<file path="src/rtl/issue_queue_ctrl_if.sv">
// Dispatch, wakeup, pick and queue-state signals of the 4-entry issue queue.
// The slave modport is the queue controller. The master modport is its environment.
interface issue_queue_ctrl_if;
  logic        disp_valid;
  logic        disp_ready;
  logic [3:0]  disp_src0_rob;
  logic [3:0]  disp_src1_rob;
  logic [3:0]  disp_dst_rob;
  logic        disp_src0_rdy;
  logic        disp_src1_rdy;
  logic        wb_valid;
  logic [3:0]  wb_rob;
  logic [3:0]  pick_en;
  logic        flush;
  logic [3:0]  q_valid;
  logic [15:0] q_src0_rob;
  logic [15:0] q_src1_rob;
  logic [15:0] q_dst_rob;
  logic [3:0]  q_src0_rdy;
  logic [3:0]  q_src1_rdy;
  logic [2:0]  q_count;
  logic [1:0]  q_oldest;

  modport master (
    output disp_valid, disp_src0_rob, disp_src1_rob, disp_dst_rob,
           disp_src0_rdy, disp_src1_rdy, wb_valid, wb_rob, pick_en, flush,
    input  disp_ready, q_valid, q_src0_rob, q_src1_rob, q_dst_rob,
           q_src0_rdy, q_src1_rdy, q_count, q_oldest
  );

  modport slave (
    input  disp_valid, disp_src0_rob, disp_src1_rob, disp_dst_rob,
           disp_src0_rdy, disp_src1_rdy, wb_valid, wb_rob, pick_en, flush,
    output disp_ready, q_valid, q_src0_rob, q_src1_rob, q_dst_rob,
           q_src0_rdy, q_src1_rdy, q_count, q_oldest
  );
endinterface

</file>
<file path="src/rtl/issue_queue_ctrl.sv">
// 4-entry issue queue controller. It allocates to the lowest free entry and wakes up operands on writeback.
// A 4x4 age matrix tracks entry order so the oldest occupied entry can be reported.
module issue_queue_ctrl (
  input logic               clk,
  input logic               reset,
  issue_queue_ctrl_if.slave bus
);
  logic [3:0]       valid_q, valid_d;
  logic [3:0][3:0]  src0_rob_q, src0_rob_d;
  logic [3:0][3:0]  src1_rob_q, src1_rob_d;
  logic [3:0][3:0]  dst_rob_q, dst_rob_d;
  logic [3:0]       src0_rdy_q, src0_rdy_d;
  logic [3:0]       src1_rdy_q, src1_rdy_d;
  // age_q[i][j] = 1 means entry i is older than entry j
  logic [3:0][3:0]  age_q, age_d;

  logic [2:0] count_c;
  logic       ready_c;
  logic       accept_c;
  logic [1:0] alloc_idx_c;
  logic [1:0] oldest_c;
  logic       oldest_found_c;

  always_comb begin
    count_c = '0;
    for (int unsigned i = 0; i < 4; i++) count_c = count_c + 3'(valid_q[i]);
    ready_c = (count_c != 3'd4);

    alloc_idx_c = '0;
    for (int unsigned i = 4; i > 0; i--)
      if (!valid_q[i-1]) alloc_idx_c = 2'(i - 1);

    oldest_c       = '0;
    oldest_found_c = 1'b0;
    for (int unsigned i = 0; i < 4; i++)
      if (!oldest_found_c && valid_q[i] &&
          ((age_q[i] | ~valid_q | (4'd1 << i)) == 4'hF)) begin
        oldest_c       = 2'(i);
        oldest_found_c = 1'b1;
      end
  end

  always_comb begin
    accept_c   = bus.disp_valid && ready_c && !bus.flush;
    valid_d    = valid_q;
    src0_rob_d = src0_rob_q;
    src1_rob_d = src1_rob_q;
    dst_rob_d  = dst_rob_q;
    src0_rdy_d = src0_rdy_q;
    src1_rdy_d = src1_rdy_q;
    age_d      = age_q;
    if (bus.flush) begin
      valid_d = '0;
    end else begin
      // Wakeup is applied only to entries that survive this cycle's pick.
      for (int unsigned i = 0; i < 4; i++)
        if (valid_q[i] && !bus.pick_en[i] && bus.wb_valid) begin
          if (src0_rob_q[i] == bus.wb_rob) src0_rdy_d[i] = 1'b1;
          if (src1_rob_q[i] == bus.wb_rob) src1_rdy_d[i] = 1'b1;
        end
      valid_d = valid_q & ~bus.pick_en;
      if (accept_c) begin
        valid_d[alloc_idx_c]    = 1'b1;
        src0_rob_d[alloc_idx_c] = bus.disp_src0_rob;
        src1_rob_d[alloc_idx_c] = bus.disp_src1_rob;
        dst_rob_d[alloc_idx_c]  = bus.disp_dst_rob;
        src0_rdy_d[alloc_idx_c] = bus.disp_src0_rdy ||
                                  (bus.wb_valid && bus.disp_src0_rob == bus.wb_rob);
        src1_rdy_d[alloc_idx_c] = bus.disp_src1_rdy ||
                                  (bus.wb_valid && bus.disp_src1_rob == bus.wb_rob);
        age_d[alloc_idx_c] = '0;
        for (int unsigned j = 0; j < 4; j++) age_d[j][alloc_idx_c] = valid_q[j];
      end
    end
  end

  always_ff @(posedge clk or posedge reset) begin
    if (reset) begin
      valid_q    <= '0;
      src0_rob_q <= '0;
      src1_rob_q <= '0;
      dst_rob_q  <= '0;
      src0_rdy_q <= '0;
      src1_rdy_q <= '0;
      age_q      <= '0;
    end else begin
      valid_q    <= valid_d;
      src0_rob_q <= src0_rob_d;
      src1_rob_q <= src1_rob_d;
      dst_rob_q  <= dst_rob_d;
      src0_rdy_q <= src0_rdy_d;
      src1_rdy_q <= src1_rdy_d;
      age_q      <= age_d;
    end
  end

  assign bus.disp_ready = ready_c;
  assign bus.q_valid    = valid_q;
  assign bus.q_src0_rob = src0_rob_q;
  assign bus.q_src1_rob = src1_rob_q;
  assign bus.q_dst_rob  = dst_rob_q;
  assign bus.q_src0_rdy = src0_rdy_q;
  assign bus.q_src1_rdy = src1_rdy_q;
  assign bus.q_count    = count_c;
  assign bus.q_oldest   = oldest_c;
endmodule

</file>
<file path="src/flat_wrapper.sv">
// flat-port wrapper written by rule: the top's interface ports become plain ports
module issue_queue_ctrl_flat 
  (clk, reset, bus_disp_valid, bus_disp_src0_rob, bus_disp_src1_rob, bus_disp_dst_rob, bus_disp_src0_rdy, bus_disp_src1_rdy, bus_wb_valid, bus_wb_rob, bus_pick_en, bus_flush, bus_disp_ready, bus_q_valid, bus_q_src0_rob, bus_q_src1_rob, bus_q_dst_rob, bus_q_src0_rdy, bus_q_src1_rdy, bus_q_count, bus_q_oldest);
  issue_queue_ctrl_if bus_i ();
  input logic clk;
  input logic reset;
  input wire logic [$bits(bus_i.disp_valid)-1:0] bus_disp_valid;
  input wire logic [$bits(bus_i.disp_src0_rob)-1:0] bus_disp_src0_rob;
  input wire logic [$bits(bus_i.disp_src1_rob)-1:0] bus_disp_src1_rob;
  input wire logic [$bits(bus_i.disp_dst_rob)-1:0] bus_disp_dst_rob;
  input wire logic [$bits(bus_i.disp_src0_rdy)-1:0] bus_disp_src0_rdy;
  input wire logic [$bits(bus_i.disp_src1_rdy)-1:0] bus_disp_src1_rdy;
  input wire logic [$bits(bus_i.wb_valid)-1:0] bus_wb_valid;
  input wire logic [$bits(bus_i.wb_rob)-1:0] bus_wb_rob;
  input wire logic [$bits(bus_i.pick_en)-1:0] bus_pick_en;
  input wire logic [$bits(bus_i.flush)-1:0] bus_flush;
  output wire logic [$bits(bus_i.disp_ready)-1:0] bus_disp_ready;
  output wire logic [$bits(bus_i.q_valid)-1:0] bus_q_valid;
  output wire logic [$bits(bus_i.q_src0_rob)-1:0] bus_q_src0_rob;
  output wire logic [$bits(bus_i.q_src1_rob)-1:0] bus_q_src1_rob;
  output wire logic [$bits(bus_i.q_dst_rob)-1:0] bus_q_dst_rob;
  output wire logic [$bits(bus_i.q_src0_rdy)-1:0] bus_q_src0_rdy;
  output wire logic [$bits(bus_i.q_src1_rdy)-1:0] bus_q_src1_rdy;
  output wire logic [$bits(bus_i.q_count)-1:0] bus_q_count;
  output wire logic [$bits(bus_i.q_oldest)-1:0] bus_q_oldest;
  assign bus_i.disp_valid = bus_disp_valid;
  assign bus_i.disp_src0_rob = bus_disp_src0_rob;
  assign bus_i.disp_src1_rob = bus_disp_src1_rob;
  assign bus_i.disp_dst_rob = bus_disp_dst_rob;
  assign bus_i.disp_src0_rdy = bus_disp_src0_rdy;
  assign bus_i.disp_src1_rdy = bus_disp_src1_rdy;
  assign bus_i.wb_valid = bus_wb_valid;
  assign bus_i.wb_rob = bus_wb_rob;
  assign bus_i.pick_en = bus_pick_en;
  assign bus_i.flush = bus_flush;
  assign bus_disp_ready = bus_i.disp_ready;
  assign bus_q_valid = bus_i.q_valid;
  assign bus_q_src0_rob = bus_i.q_src0_rob;
  assign bus_q_src1_rob = bus_i.q_src1_rob;
  assign bus_q_dst_rob = bus_i.q_dst_rob;
  assign bus_q_src0_rdy = bus_i.q_src0_rdy;
  assign bus_q_src1_rdy = bus_i.q_src1_rdy;
  assign bus_q_count = bus_i.q_count;
  assign bus_q_oldest = bus_i.q_oldest;
  issue_queue_ctrl u_core (.clk(clk), .reset(reset), .bus(bus_i));
endmodule
</file>
<file path="config.mk">
export PLATFORM = sky130hd
export DESIGN_NAME = issue_queue_ctrl_flat
export DESIGN_NICKNAME = d
export VERILOG_FILES = /design/src/rtl/issue_queue_ctrl_if.sv /design/src/rtl/issue_queue_ctrl.sv /design/src/flat_wrapper.sv
export SDC_FILE = /design/constraint.sdc
export NUM_CORES = 1
export LEC_CHECK = 0
export CAP_MARGIN = 20
export CORE_ASPECT_RATIO = 0.75
export CORE_UTILIZATION = 49
export DETAILED_ROUTE_END_ITERATION = 6
export PLACE_DENSITY_LB_ADDON = 0.15
export SLEW_MARGIN = 20
export SYNTH_ARGS = -nofsm -noshare
export SYNTH_HDL_FRONTEND = slang
export SYNTH_SLANG_ARGS = --single-unit
</file>
<file path="constraint.sdc">
create_clock -name clk -period 3.1 [get_ports clk]
set_input_delay 0.31 -clock clk [delete_from_list [all_inputs] [get_ports clk]]
set_output_delay 0.31 -clock clk [all_outputs]
set_load 0.005 [all_outputs]
</file>
==> reports/results.ini <==
[synthesis]
avgSynthCellArea_sq_um=9.79
ys_seq_area_share_pct=51.0
async_reset_ff_share_pct=100
syn_area_sq_um=3540
synth_flop_cell=dfrtp_1
yosys_warnings=0
synthCells=361
synth_top_cell_area_share_pct=51.0
synth_top_area_cell=dfrtp_1
ys_seq_elements=72
synth-edff-count=0
synth_fp_nets=391
ys_types=42
yosys-top-cells-area=dfrtp_1 (51%), nand2_1 (11%), mux2_2 (5.4%)

[global_routing]
grt_start_max_net_pins=42
grt_pass1_vias=2825
overflow=0
grt_pass1_wl_mm=15.2
grt_antenna_before_repair=0
grtUsageTotal_pct=27.6

[detailed_routing]
vias_per_cell=5.44
route.vias.total=3056
firstDrtPassIters=5
drc_errors=0
drt_iter0_markers=184
antenna_left=0
wirelength_mm=9.81
wl_per_cell_um=17.4

[sta]
max_slew_margin_pct=25.4
finClkSkew_ps=10.4
fin_hold_ws_ps=378
max_clock_freq_ghz=0.335
slew_violations=0
setup_viol_count_final=0
rsz0062_at_grt=no
timing.setup.tns_ps=0
fin_crit_ps=2990
worst_slew_pin_slew_ps=1110
finalCritPeriodShare_pct=96.4
fin_ws_ps=113
hold_violations=0

[placed_design]
portBuffers=92
pre_cts_ws_ps=253
hpwl_mm=6.93
gp_congestion=0.792
dpl_cell_area_sq_um=4590

[run_status]
status=finished clean

[worst_setup_path]
required_ps=2790
cp.arrival_ps=2680
path_max_fanout=6
critPathCaptureType=output port
path_class=flip-flop to output port
start_kind=flip-flop
rr_startpoint=u_core.bus.q_valid[0]
startpoint=u_core.bus.q_valid[0]

[floorplanning]
die-area_sq_um=7560
core_sq_um=6900
die_h_um=75.6
num_rows=26
initial_core_util_pct=51.3
die_w_um=100
io-pin-count=93

[power]
pwr-share-clk_pct=34.8
p_sw_uw=729
p_leak_uw=0.00221
comb_power_share_pct=21.5
internal_power_uw=1960
ir_drop_uv=301
seq_power_share_pct=43.8
p_sw_share_pct=27.1
powerDensity_nw_per_um2=556

[min_path]
min_path_type=input pin to asynchronous set/reset pin

[clock_network]
cts_made_buffers=9
cts_setup_buffers=0
cts.hold.buffers_added=0
clk_path_buf_depth=2
insertion_delay_ps=360
path_clk_slew_ps=80
clock-sinks=72
root_buffer=clkbuf_8
cts_resized=0
cts_tree=built
htree_levels=3

[layout]
final_cell_mix=nand2_1 (105), clkdlybuf4s50_1 (92), dfrtp_1 (72), xnor2_1 (21), xor2_1 (19)
final_common_cell=nand2_1
multi_input_area_sq_um=1590
nets=489
layout-drive-gt1-share_pct=11.9
stdcell_area_sq_um=4840
fillers=528
seqCellArea_sq_um=1800
antenna_cells=0
post-route-util_pct=70.1
syn2layout_area_growth_pct=36.8

[flow_run]
cap_violations=0

-- path summary, 6_finish.rpt --
kind	to	cells after the start	slack (ps)
min in group clk	u_core.bus.q_dst_rob[15]	2	490
hold reg to reg	u_core.bus.q_dst_rob[15]	2	490
hold / removal	u_core.bus.q_src1_rob[13]	2	380
setup / recovery	bus_disp_ready	5	110
setup reg to reg	u_core.bus.q_src1_rob[7]	9	220
max in group asynchronous	u_core.bus.q_src0_rdy[0]	3	2060
-- per-stage QoR --
step / power (uW) / std cells
2_1_floorplan: 1420 / 361
4_1_cts: 2700 / 562
3_5_place_dp: 1770 / 546
5_1_grt: 2800 / 562
3_3_place_gp: 1750 / 546
6_report: 2690 / 562
-- synthesized netlist by cell type (all sizes together) (2+ instances only) --
cell and number:
a21oi 19, a2bb2oi 4, a31oi 4, buf 13
clkbuf 7, dfrtp 72, ha 2, inv 8
mux2 17, nand2 107, nand2b 6, nand3 7
nand3b 4, nand4 3, nor2 11, nor2b 4
nor3 7, o21a 2, o21ai 5, o22a 4
xnor2 21, xor2 19
-- worst max-delay path, stage by stage, from the launching register on --
cell	delay [ps]
dfrtp_1	390
ha_1	310
fa_1	380
ha_1	300
or3b_1	470
clkdlybuf4s50_1	480
-- sequential cells by signal (all words and copies together) (netlist names) --
name and count:
u_core.bus.q_valid 4, u_core.bus.q_src1_rdy 4, u_core.bus.q_dst_rob 16, u_core.age_q 12, u_core.bus.q_src1_rob 16, u_core.bus.q_src0_rob 16
u_core.bus.q_src0_rdy 4
-- cell type report --
cell class,count,share of cell area [%]
inverters,8,0.621
clock inverters,7,2.59
clock buffers,9,2.56
well taps,98,2.53
multi-input cells,261,32.8
flip-flops and latches,72,37.2
repair buffers,107,21.6
-- power by group through the flow --
stage	clock, uW	sequential (uW)	combinational, uW
2_1_floorplan	0	1180	245
3_3_place_gp	0	1190	563
3_5_place_dp	0	1190	579
4_1_cts	940	1170	583
5_1_grt	982	1190	633
6_report	935	1180	578
-- per-layer routing --
layer	wire length (um)	up-vias	GRT usage [%]	part of all wire, %
li1	-	1390	-	-
met1	4480	1505	39.5	46
met2	4380	151	42.8	45
met3	880	10	7.61	9.0
met4	68	0	5.64	0.69
met5	0	-	0	0
-- cell families (layout without fill, tap and decap cells) --
kind of cell / after synthesis / in the layout / share of synthesized area, %
fa+ha+maj: 3 / 3 / 1.27
simple gates: 157 / 157 / 19.9
flops: 72 / 72 / 51.0
mux: 17 / 17 / 5.41
compound gates: 44 / 44 / 8.46
xor+xnor: 40 / 40 / 9.91
buf+inv: 28 / 131 / 4.14
Power figures use the tool's default switching activity.
